==> src/rtl/shift_right_unit_if.sv <==
// Request/response bundle for the iterative right shifter.
//   i_start  request strobe, sampled by the shifter only in IDLE or DONE
//   i_data   operand (rt)
//   i_shamt  shift amount (shamt field or rs[4:0])
//   i_arith  1 = arithmetic (sign fill), 0 = logical (zero fill)
//   o_data   registered result, held until the next result
//   o_busy   high while shifting
//   o_done   one-cycle pulse, o_data valid in that cycle
// master = requester (control unit / bench), slave = shifter.
interface shift_right_unit_if #(
  parameter int WIDTH   = 32,
  parameter int SHAMT_W = 5
);
  logic               i_start;
  logic [WIDTH-1:0]   i_data;
  logic [SHAMT_W-1:0] i_shamt;
  logic               i_arith;
  logic [WIDTH-1:0]   o_data;
  logic               o_busy;
  logic               o_done;

  modport master (
    output i_start, i_data, i_shamt, i_arith,
    input  o_data, o_busy, o_done
  );

  modport slave (
    input  i_start, i_data, i_shamt, i_arith,
    output o_data, o_busy, o_done
  );
endinterface

==> src/rtl/shift_right_unit.sv <==
// Iterative right shifter (SRL/SRA/SRLV/SRAV), one bit per clock.
//   i_clk  rising-edge clock
//   i_rst  asynchronous reset, active-high
//   bus    shift_right_unit_if.slave: start/operands in, data/busy/done out
// A request loads the operand, count and fill bit, then SHIFT runs count+1
// cycles (the final one moves the result into o_data) before a one-cycle DONE.
// A new request in DONE reloads directly, so back-to-back ops have no bubble.
module shift_right_unit #(
  parameter int WIDTH   = 32,
  parameter int SHAMT_W = 5
) (
  input  logic              i_clk,
  input  logic              i_rst,
  shift_right_unit_if.slave bus
);

  typedef enum logic [1:0] {IDLE, SHIFT, DONE} state_e;

  state_e             state_q, state_d;
  logic [WIDTH-1:0]   shreg_q, shreg_d;
  logic [SHAMT_W-1:0] count_q, count_d;
  logic               fill_q,  fill_d;
  logic [WIDTH-1:0]   data_q,  data_d;

  always_ff @(posedge i_clk or posedge i_rst) begin
    if (i_rst) begin
      state_q <= IDLE;
      shreg_q <= '0;
      count_q <= '0;
      fill_q  <= 1'b0;
      data_q  <= '0;
    end else begin
      state_q <= state_d;
      shreg_q <= shreg_d;
      count_q <= count_d;
      fill_q  <= fill_d;
      data_q  <= data_d;
    end
  end

  always_comb begin
    state_d = state_q;
    shreg_d = shreg_q;
    count_d = count_q;
    fill_d  = fill_q;
    data_d  = data_q;
    case (state_q)
      IDLE, DONE: begin
        if (bus.i_start) begin
          shreg_d = bus.i_data;
          count_d = bus.i_shamt;
          // sign captured once so the fill stays correct for every shamt
          fill_d  = bus.i_arith & bus.i_data[WIDTH-1];
          state_d = SHIFT;
        end else begin
          state_d = IDLE;
        end
      end
      SHIFT: begin
        if (count_q != '0) begin
          shreg_d = {fill_q, shreg_q[WIDTH-1:1]};
          count_d = count_q - SHAMT_W'(1);
        end else begin
          data_d  = shreg_q;
          state_d = DONE;
        end
      end
      default: state_d = IDLE;
    endcase
  end

  assign bus.o_data = data_q;
  assign bus.o_busy = (state_q == SHIFT);
  assign bus.o_done = (state_q == DONE);

endmodule
==> src/flat_wrapper.sv <==
// flat-port wrapper written by rule: the top's interface ports become plain ports
module shift_right_unit_flat 
#(
  parameter int WIDTH   = 32,
  parameter int SHAMT_W = 5
)
  (i_clk, i_rst, bus_i_start, bus_i_data, bus_i_shamt, bus_i_arith, bus_o_data, bus_o_busy, bus_o_done);
  shift_right_unit_if #(.WIDTH(WIDTH), .SHAMT_W(SHAMT_W)) bus_i ();
  input  logic i_clk;
  input  logic i_rst;
  input wire logic [$bits(bus_i.i_start)-1:0] bus_i_start;
  input wire logic [$bits(bus_i.i_data)-1:0] bus_i_data;
  input wire logic [$bits(bus_i.i_shamt)-1:0] bus_i_shamt;
  input wire logic [$bits(bus_i.i_arith)-1:0] bus_i_arith;
  output wire logic [$bits(bus_i.o_data)-1:0] bus_o_data;
  output wire logic [$bits(bus_i.o_busy)-1:0] bus_o_busy;
  output wire logic [$bits(bus_i.o_done)-1:0] bus_o_done;
  assign bus_i.i_start = bus_i_start;
  assign bus_i.i_data = bus_i_data;
  assign bus_i.i_shamt = bus_i_shamt;
  assign bus_i.i_arith = bus_i_arith;
  assign bus_o_data = bus_i.o_data;
  assign bus_o_busy = bus_i.o_busy;
  assign bus_o_done = bus_i.o_done;
  shift_right_unit #(.WIDTH(WIDTH), .SHAMT_W(SHAMT_W)) u_core (.i_clk(i_clk), .i_rst(i_rst), .bus(bus_i));
endmodule
==> config.mk <==
export PLATFORM = sky130hd
export DESIGN_NAME = shift_right_unit_flat
export DESIGN_NICKNAME = d
export VERILOG_FILES = /design/src/rtl/shift_right_unit_if.sv /design/src/rtl/shift_right_unit.sv /design/src/flat_wrapper.sv
export SDC_FILE = /design/constraint.sdc
export NUM_CORES = 1
export LEC_CHECK = 0
export BUFFER_PORTS_ARGS = -buffer_cell sky130_fd_sc_hd__buf_4
export CAP_MARGIN = 20
export CORE_UTILIZATION = 53
export CTS_BUF_LIST = sky130_fd_sc_hd__clkbuf_8
export CTS_CLUSTER_DIAMETER = 40
export DETAILED_ROUTE_END_ITERATION = 16
export PLACE_DENSITY = 0.8
export SYNTH_ARGS = -nofsm -noshare
export SYNTH_HDL_FRONTEND = slang
export SYNTH_SLANG_ARGS = --single-unit
==> constraint.sdc <==
create_clock -name i_clk -period 6.4 [get_ports i_clk]
set_input_delay 1.28 -clock i_clk [delete_from_list [all_inputs] [get_ports i_clk]]
set_output_delay 1.28 -clock i_clk [all_outputs]
set_load 0.01 [all_outputs]
---- Word level (Yosys, flattened, before mapping) ----
Index checks and enable logic that the tools add are counted.
cells by class
  add/sub/neg operators ................... 1
  $mul .................................... 0
  divide/modulo/power cells ............... 0
  magnitude comparators ................... 0
  eq/ne operators ......................... 5
  shifts and indexed selects .............. 0
  muxes and demuxes ....................... 9
  bitwise logic cells ..................... 2
  reduce and logical (&&, ||, !) cells .... 7
operators by type and width
  kind                                                                      number
  32-bit 2-to-1 mux                                                         2
  32-bit case mux with 2 select lines                                       1
  5-bit 2-to-1 mux                                                          2
  5-bit case mux with 2 select lines                                        1
  5-bit nonzero test                                                        1
  5-bit by 1-bit subtractor with 5-bit output (second input constant)       1
  2-bit inequality test (second input constant)                             2
  2-bit case mux with 2 select lines                                        1
  2-bit AND reduction                                                       2
  3-bit AND reduction                                                       1
  2-bit by 1-bit equality test with 1-bit output (second input constant)    1
  2-bit equality test (second input constant)                               1
  2-bit logical NOT                                                         1
  2-bit 2-to-1 mux                                                          1
  2-bit by 1-bit inequality test with 1-bit output (second input constant)  1
  2-bit nonzero test                                                        1
  2-bit OR reduction                                                        1
  1-bit bitwise AND                                                         1
  1-bit 2-to-1 mux                                                          1
  1-bit NOT                                                                 1
word-level totals
  register bits after elaboration ......... 72
  bits in latches ......................... 0
  memory bits (writable) .................. 0
  bits in read-only memories .............. 0
  input port bits ......................... 41
  output and inout port bits .............. 34
  word-level logic and storage cells ...... 29
  memories kept ........................... 0

---- Depth between registers and ports, before layout ----
Gate-level depths: netlist of the first run.
  word-level depth ........................ 4
  mapped depth ............................ 6
  mapped depth without buffers ............ 5

---- Least setup slack after synthesis of the first run ----
OpenSTA, ideal clock, no wires.
  path type ............................... input-to-reg
  start ................................... input port bus_i_start
  end ..................................... register u_core.shreg_q[10]
  setup time .............................. 0.125 ns
  arrival time ............................ 2.070 ns
  required time ........................... 6.275 ns
  setup slack ............................. 4.205 ns
  cell stages on the path ................. 4
  path buffers ............................ 1
  cells stage by stage .................... nand2b_1 > o21ai_4 > buf_4 > mux2_2
between the ends
  cells in the longest elaborated chain, start to end .. 2
RTL lines
  what                                    RTL line                text
  start, declared                         flat_wrapper.sv:11      input wire logic [$bits(bus_i.i_start)-1:0] bus_i_start;
  2-bit inequality test (no source line)  n/a
  3-bit AND reduction (no source line)    n/a
  end signal, assigned                    shift_right_unit.sv:34  shreg_q <= shreg_d;
  end, declared                           shift_right_unit.sv:20  logic [WIDTH-1:0] shreg_q, shreg_d;
Every way passes these cells.
A chain may end at the register's enable or synchronous reset.

---- Final worst setup path of the first run ----
  start ................................... register u_core.state_q[1]
  end ..................................... output port bus_o_busy
between the ends
  cells in the longest elaborated chain, start to end .. 1
RTL lines
  what                                            RTL line                text
  start, declared                                 shift_right_unit.sv:19  state_e state_q, state_d;
  start signal, assigned                          shift_right_unit.sv:33  state_q <= state_d;
  2-bit by 1-bit equality test with 1-bit output  shift_right_unit.sv:73  assign bus.o_busy = (state_q == SHIFT);
  end, declared                                   flat_wrapper.sv:16      output wire logic [$bits(bus_i.o_busy)-1:0] bus_o_busy;
Every way passes these cells.

==> reports/qor.yml, run 1 <==
detailed_routing:
  vias_per_cell: 5.205
  wl_per_cell_um: 15.87
  drt_iter0_drc: 62
  vias: 1926
  routed_wl_um: 5871
  post-route-drc-count: 0
  ant_nets: 0
  drt-pass1-iter-count: 4
die:
  fp.dieH_um: 81.26
  initial_utilization_pct: 55.58
  rows: 28
  dieArea_um2: 6603
  die_w_um: 81.26
  coreArea_um2: 5991
  num_io_pins: 75
place:
  io_buffers: 74
  post_dp_cell_area_um2: 3913
  hpwl_um: 3923
  post-place-ws_ns: 3.560
  gp_congestion: 0.7986
yosys:
  yosys-top-cells-count: "72 x dfrtp_1, 64 x mux2_2, 29 x mux2_4"
  ys_top_cells_by_area: "dfrtp_1 54%, mux2_2 22%, mux2_4 13%, buf_6 1.0%, mux2_1 1.0%"
  yosys.area.top_type: "dfrtp_1"
  yosysMostFrequentCell: "dfrtp_1"
  synth-async-reset-ratio_pct: 100.0
  synth_cell_types: 31
  seq_area_frac_synth_pct: 54.11
  syn-cell-area_um2: 3329
  synth_edf_count: 0
  synth_seq_cells: 72
  syn_nets: 255
  yosysWarnings: 0
  syn_inst: 213
  synth_top_area_share_pct: 54.11
  postSynthAreaPerCell_um2: 15.63
  ys.flop_type: "dfrtp_1"
sta:
  final.min_clock_period_ns: 3.188
  worstMarginPinSlew_ns: 0.8820
  relSlewSlack_pct: 41.20
  layout_setup_ws_ns: 3.212
  rsz0062_at_grt: "no"
  final-hold-violation-count: 0
  max_freq_ghz: 0.3137
  fin_worst_skew_ns: 0.008826
  timing_max_transition_violations_final: 0
  finalCritPeriodShare_pct: 49.81
  setup_viol: 0
  fin_setup_tns_ns: 0
layout:
  seq_area_um2: 1802
  num_antenna_cells: 0
  finalNetCount: 333
  finish.instance_area_um2: 4139
  synthToLayoutAreaGrowth_pct: 24.31
  drive_above_1_share_pct: 64.75
  multi_input_area_um2: 1435
  nFillCells: 455
cts:
  cts-buffers-inserted: 9
  clkTransAtPathRegs_ns: 0.07
  clock_sinks: 72
  cts_hold_buf: 0
  cts_tree: "done"
  post_cts_resized: 0
  clkLatencyLatePin_ns: 0.33
  cts_max_level: 3
  post_cts_buffers: 0
  clockRootBuffer: "clkbuf_8"
  clk_path_buf_depth: 2
critical_path:
  critPathMaxFanout: 34
  critPathArrivalTime_ns: 1.91
  cp-start-kind: "register"
  r2r_cells: 5
  required_ns: 5.12
  endpoint_kind: "output pin"
  path_class: "register to output pin"
global_routing:
  grt_pass1_wl_um: 9384
  gr-total-overflow: 0
  grt_pass1_vias: 1971
  grt_max_degree: 73
  grt_usage_pct: 19.30
  antenna_found_initial: 0
power:
  p_per_area_nw_per_um2: 537.7
  p_leak_nw: 2.020
  vdd_ir_drop_max_v: 0.0002503
worst_hold_path:
  hp-class: "register to register"
  whs_path_depth: 2
flow_run:
  drv_cap: 0
outcome:
  status: "finished clean"
## per-layer routing
layer  vias to the layer above  global-route usage, %  wire length [µm]
met5                         -                      0                 0
met1                       948                  24.65              2667
met3                         6                  5.393               320
met4                         0                  8.571                69
li1                        925                      -                 -
met2                        47                  30.50              2814
## worst max-delay path: stages, from the launching register on
cell and delay, ns:
dfrtp_1 0.40, nand2b_2 0.61, inv_2 0.39, buf_4 0.17
## sequential cells by signal, indices dropped and copies added (netlist names)
register           cells
u_core.state_q         2
u_core.bus.o_data     32
u_core.fill_q          1
u_core.shreg_q        32
u_core.count_q         5
## kinds of logic (layout without fill, tap and decap cells)
| family | Yosys count | count (layout) | synth area share, % |
|---|---|---|---|
| AO/OA/AOI/OAI | 11 | 11 | 2.819 |
| multiplexers | 98 | 98 | 36.34 |
| flip-flops | 72 | 72 | 54.12 |
| buffers and inverters | 15 | 97 | 2.856 |
| AND/OR/NAND/NOR | 16 | 16 | 3.495 |
| adder cells (fa/ha/maj) | 1 | 1 | 0.3757 |
## worst paths after layout
kind,slack [ns],start,to
setup / recovery,3.21,u_core.state_q[1],bus_o_busy
hold / removal,0.47,u_core.fill_q,u_core.fill_q
setup reg to reg,3.88,u_core.state_q[1],u_core.bus.o_data[4]
hold reg to reg,0.47,u_core.fill_q,u_core.fill_q
max in group asynchronous,4.61,i_rst,u_core.shreg_q[14]
min in group asynchronous,1.22,i_rst,u_core.shreg_q[20]
## cells in the final DEF (no fill, tap or decap), types with 2 or more instances in the layout
cell type	count
buf_4	75
dfrtp_1	72
mux2_2	64
mux2_4	29
clkbuf_8	10
inv_1	4
mux2_1	3
clkinv_2	3
inv_2	2
nand2b_1	2
nor2_1	2
nor2b_1	2
a21oi_1	2
mux2i_1	2
a211oi_1	2
nand2_1	2
buf_12	2
## per-stage QoR
stage	power (mW)	util (%)	hold WS [ns]	instances
3_5_place_dp	1.889	65.31	0.4601	353
2_1_floorplan	1.594	-	0.4331	213
3_3_place_gp	1.845	65.31	0.4499	353
5_1_grt	2.375	69.09	0.5228	370
4_1_cts	2.234	68.42	0.4773	368
6_report	2.225	69.09	0.4746	370
## where the power goes
group / switching, mW / total (mW) / internal [mW]
sequential: 0.163 / 0.854 / 0.691
clock: 0.157 / 0.343 / 0.185
combinational: 0.373 / 1.03 / 0.656
## area by class of cell
class | instances | share of cell area [%]
Multi-Input combinational cell | 126 | 34.67
Inverter | 5 | 0.4534
Clock buffer | 10 | 3.325
Tap cell | 75 | 2.267
Timing Repair Buffer | 77 | 14.57
Sequential cell | 72 | 43.53
Clock inverter | 5 | 1.179
Power figures use the tool's default switching activity.
==> inputs of run 2 (changes only) <==
Settings changed: ABC_AREA set to 1, CORE_UTILIZATION 53 to 50.
Clock period 6.4 ns to 2.6 ns, I/O delays scaled along.
==> reports/qor.yml, run 2 <==
layout:
  mostFrequentLayoutCell: "nand2_1"
  num_antenna_cells: 0
  drive_above_1_share_pct: 30.11
  synthToLayoutAreaGrowth_pct: 24.54
  layout_common_cells: "106 x nand2_1, 77 x buf_4, 72 x dfrtp_1"
  finalNetCount: 482
yosys:
  ys_top_cells_by_area: "dfrtp_1 55%, nand2_1 12%, o21ai_1 7.9%, o21ai_2 5.6%, inv_1 4.7%"
  postSynthAreaPerCell_um2: 8.907
  synthAdderAreaFrac_pct: 0.3786
  yosys.area.top_type: "dfrtp_1"
  synth.mux.area_fraction_pct: 0
  synth_cell_types: 25
  synth_top_area_share_pct: 54.52
  synth_xor_area_share_pct: 0
  synth_top_family_by_area: "compound AO/OA/AOI/OAI gates"
  synth_seq_cells: 72
  seq_area_frac_synth_pct: 54.52
  syn_nets: 413
  ys.flop_type: "dfrtp_1"
  synth-async-reset-ratio_pct: 100.0
  synth-simple-area-share_pct: 16.96
  syn_inst: 371
  synth_edf_count: 0
  synth_compound_area_share_pct: 17.99
  yosys-top-cells-count: "106 x nand2_1, 72 x dfrtp_1, 52 x o21ai_1"
  yosysMostFrequentCell: "nand2_1"
  yosysWarnings: 0
  syn-cell-area_um2: 3304
sta:
  timing_max_transition_violations_final: 0
  rsz0062_at_grt: "no"
  setup_viol: 0
  final-hold-violation-count: 0
  layout_setup_ws_ns: 0.5750
  final.min_clock_period_ns: 2.025
  fin_setup_tns_ns: 0
  max_freq_ghz: 0.4938
  relSlewSlack_pct: 57.88
  worstMarginPinSlew_ns: 0.6318
  finalCritPeriodShare_pct: 77.89
  fin_worst_skew_ns: 0.008791
critical_path:
  crit_path_start: "u_core.count_q[0]"
  reg2reg_to: "u_core.shreg_q[18]"
  required_ns: 2.80
  cp-start-kind: "register"
  endpoint_kind: "register"
  reg2reg_from: "u_core.count_q[0]"
  critPathArrivalTime_ns: 2.23
  regToRegSetupSlack_ns: 0.57
  r2r_cells: 7
  critPathMaxFanout: 45
  worstSetupEndpoint: "u_core.shreg_q[18]"
  path_class: "register to register"
place:
  io_buffers: 74
  gp_congestion: 0.7921
  post-place-ws_ns: 0.5931
  hpwl_um: 4460
die:
  num_io_pins: 75
  coreArea_um2: 6350
  dieArea_um2: 6938
  rows: 29
  initial_utilization_pct: 52.04
  die_w_um: 83.30
  fp.dieH_um: 83.30
flow_run:
  drv_cap: 0
global_routing:
  antenna_found_initial: 0
  grt_usage_pct: 21.10
  grt_pass1_wl_um: 11630
  gr-total-overflow: 0
  grt_pass1_vias: 2495
  grt_max_degree: 69
detailed_routing:
  drt-pass1-iter-count: 4
  post-route-drc-count: 0
  vias_per_cell: 5.002
  routed_wl_um: 6660
  wl_per_cell_um: 12.76
  vias: 2611
  ant_nets: 0
  drt_iter0_drc: 124
cts:
  clkLatencyLatePin_ns: 0.34
  clock_sinks: 72
  clkTransAtPathRegs_ns: 0.08
  cts_max_level: 3
  clockRootBuffer: "clkbuf_8"
  clk_path_buf_depth: 2
  cts_tree: "done"
  cts-buffers-inserted: 9
  cts_hold_buf: 0
  post_cts_resized: 0
  post_cts_buffers: 0
power:
  vdd_ir_drop_max_v: 0.0008466
  p_leak_nw: 2.080
  p_per_area_nw_per_um2: 1377
outcome:
  status: "finished clean"
worst_hold_path:
  hp-class: "primary input to asynchronous set/reset pin"
## run 2: cell families (layout without fill, tap and decap cells)
family | count (synthesis) | count (layout)
compound gates | 103 | 103
simple gates | 131 | 131
buf+inv | 64 | 138
flops | 72 | 72
fa+ha+maj | 1 | 1
## run 2: routing by layer
layer  wire length (µm)  GRT usage (%)  vias up
met2               3049          31.15       68
met5                  0              0        -
met4                141          9.561        0
met1               3130          29.26     1209
met3                339          5.567       15
li1                   -              -     1319
## run 2: worst min path at each step
stage                                startpoint               endpoint  slack (ns)  cells past startpoint
after global routing                      i_rst     u_core.shreg_q[11]        0.31                      2
after global placement     u_core.bus.o_data[3]   u_core.bus.o_data[3]        0.47                      2
final                                     i_rst     u_core.shreg_q[12]        0.26                      2
after detailed placement  u_core.bus.o_data[27]  u_core.bus.o_data[27]        0.48                      2
after floorplan                   u_core.fill_q          u_core.fill_q        0.45                      2
after CTS                                 i_rst  u_core.bus.o_data[12]        0.27                      2
## run 2: power by group
group	switching (mW)	internal [mW]
Clock	0.431	0.736
Sequential	0.237	1.64
Combinational	1.64	0.973
Total	2.31	3.35
## run 2: metrics by stage
stage          hold WS (ns)  cell area [µm²]  cells  total power, mW  util, %
6_report             0.2631             4115    522            5.667    64.81
4_1_cts              0.2724             4115    522            5.705    64.81
2_1_floorplan        0.4534             3304    371            3.925        -
5_1_grt              0.3060             4115    522            6.115    64.81
3_5_place_dp         0.4792             3847    506            4.516    60.59
3_3_place_gp         0.4676             3847    506            4.407    60.59
## run 2: layout make-up
| class | count | area [µm²] |
|---|---|---|
| clock inverters | 7 | 143.9 |
| flip-flops and latches | 72 | 1802 |
| fillers | 533 | 2235 |
| repair buffers | 79 | 618.1 |
| clock buffers | 9 | 123.9 |
| well taps | 77 | 96.34 |
| multi-input cells | 235 | 1167 |
| inverters | 43 | 163.9 |
## run 2: critical path: stages (launching register included)
cell,delay (ns)
dfrtp_1,0.36
inv_1,0.08
ha_1,0.27
nand3_2,0.12
nand2_4,0.07
nand2_2,0.36
buf_4,0.47
o21ai_0,0.16
==> inputs of run 3 (changes only) <==
Settings changed: ABC_AREA 1 to 0.
Clock period 2.6 ns to 1.6 ns, I/O delays scaled along.
==> reports/qor.yml, run 3 (synthesis results as in run 1) <==
cts:
  clockRootBuffer: "clkbuf_8"
  cts_tree: "done"
  clkLatencyLatePin_ns: 0.34
  clkTransAtPathRegs_ns: 0.08
  clk_path_buf_depth: 2
  clock_sinks: 72
  cts_max_level: 3
  cts-buffers-inserted: 9
detailed_routing:
  vias: 2109
  drt-pass1-iter-count: 4
  routed_wl_um: 6938
  vias_per_cell: 5.286
  ant_nets: 0
  drt_iter0_drc: 75
  post-route-drc-count: 0
  wl_per_cell_um: 17.39
global_routing:
  grt_pass1_vias: 2266
  gr-total-overflow: 0
  grt_max_degree: 73
  grt_usage_pct: 21.14
  antenna_found_initial: 0
  grt_pass1_wl_um: 11480
critical_path:
  cp-start-kind: "register"
  crit_buf_inv: 3
  critPathArrivalTime_ns: 1.98
  crit_cells: 7
  path_class: "register to register"
  reg2reg_to: "u_core.shreg_q[5]"
  regToRegSetupSlack_ns: -0.16
  reg2reg_from: "u_core.count_q[0]"
  r2r_cells: 7
  critPathMaxFanout: 18
  crit_family: "buffers and inverters"
  cpMaxStageDelayCell: "dfrtp_1"
  required_ns: 1.81
  crit_path_start: "u_core.count_q[0]"
  endpoint_kind: "register"
  crit_chain: "inv_2 -> ha_4 -> nor4b_4 -> buf_4 -> o21ai_4 -> buf_12 -> mux2_2"
  timing.critical_path.slowest_cell_delay_ns: 0.37
  worstSetupEndpoint: "u_core.shreg_q[5]"
sta:
  relSlewSlack_pct: 73.23
  timing_max_transition_violations_final: 0
  fin_worst_skew_ns: 0.01296
  rsz0062_at_grt: "yes"
  layout_setup_ws_ns: -0.1628
  finalCritPeriodShare_pct: 110.2
  worstMarginPinSlew_ns: 0.3960
  setup_viol: 61
  final-hold-violation-count: 0
  final.min_clock_period_ns: 1.763
  max_freq_ghz: 0.5673
worst_hold_path:
  hp-class: "primary input to asynchronous set/reset pin"
die:
  num_io_pins: 75
  rows: 29
  fp.dieH_um: 83.60
  coreArea_um2: 6386
  initial_utilization_pct: 52.14
  dieArea_um2: 6989
  die_w_um: 83.60
power:
  vdd_ir_drop_max_v: 0.001347
  pwr-share-comb_pct: 51.6
  p_sw_share_pct: 31.46
  internal_power_mw: 6.881
  p_per_area_nw_per_um2: 2201
  pwr-share-seq_pct: 34.2
  p_switching_mw: 3.158
  pwr-share-clk_pct: 14.2
  p_leak_nw: 2.282
place:
  io_buffers: 74
  hpwl_um: 4390
  gp_congestion: 0.8665
  post-place-ws_ns: -0.2396
  post_dp_cell_area_um2: 4084
flow_run:
  drv_cap: 0
layout:
  finish.instance_area_um2: 4561
  finalNetCount: 359
  synthToLayoutAreaGrowth_pct: 36.98
  mostFrequentLayoutCell: "buf_4"
  layout_common_cells: "91 x buf_4, 72 x dfrtp_1, 49 x mux2_4"
  drive_above_1_share_pct: 69.57
  num_antenna_cells: 0
outcome:
  violations: "negative setup slack"
  status: "finished, violations left"
[run 3: cell types whose count changed in the layout (fill, tap and decap cells not counted), sizes merged, moves of 3 or more]
| cell | delta |
|---|---|
| o21ai | -100 |
| buf | +23 |
| nand2b | +3 |
| nand2 | -113 |
| nand3 | -5 |
| nor2 | -4 |
| inv | -38 |
| bufinv | -3 |
| mux2 | +96 |
[run 3: routing by layer]
metal	routed length, µm	up-vias	GRT usage [%]
li1	-	977	-
met1	3117	1071	28.31
met2	3394	50	33.56
met3	301	11	4.847
met4	125	0	8.320
met5	0	-	0
[run 3: what timing repair did]
item	in CTS	in global routing
endpoints found under the hold margin	0	0
resized for setup	19	13
hold buffers	0	0
gates cloned	3	1
endpoints found under the setup margin	68	69
setup buffers	7	4
pin swaps	2	1
[run 3: layout make-up]
class / count / area, µm²
Sequential cell: 72 / 1802
Clock buffer: 10 / 137.6
Fill cell: 449 / 1826
Clock inverter: 6 / 60.06
Tap cell: 77 / 96.34
Timing Repair Buffer: 103 / 917.1
Multi-Input combinational cell: 126 / 1523
Inverter: 5 / 25.02
[run 3: through the flow]
step	setup TNS (ns)	hold WS (ns)	power, mW	std cells	util (%)
floorplan	-3.104	0.4331	6.471	213	-
global placement	-5.299	0.4454	7.807	369	63.95
detailed placement	-11.70	0.4634	7.992	369	63.95
CTS	-6.992	0.09421	9.866	395	70.42
global route	-12.20	0.09983	10.60	399	71.41
finish	-6.881	0.07760	10.04	399	71.41
[run 3: worst min-delay path, delay by kind of cell]
kind / cells / cell delay, ns
buffers and inverters: 3 / 0.51
[run 3: worst min path at each step]
stage                   from                 end  slack [ns]  cells after the start
2_1_floorplan  u_core.fill_q       u_core.fill_q        0.43                      2
4_1_cts                i_rst  u_core.shreg_q[19]        0.09                      3
6_report               i_rst  u_core.shreg_q[19]        0.08                      3
3_5_place_dp           i_rst  u_core.shreg_q[19]        0.46                      3
5_1_grt                i_rst  u_core.shreg_q[19]         0.1                      3
3_3_place_gp   u_core.fill_q       u_core.fill_q        0.45                      2
[run 3: power groups by stage]
stage               clock network [mW]  registers, mW  logic, mW
detailed placement                   0           3.43       4.56
CTS                               1.45           3.43       4.99
floorplan                            0           3.46       3.01
global placement                     0           3.39       4.41
finish                            1.43           3.43       5.18
global route                      1.53           3.54       5.52
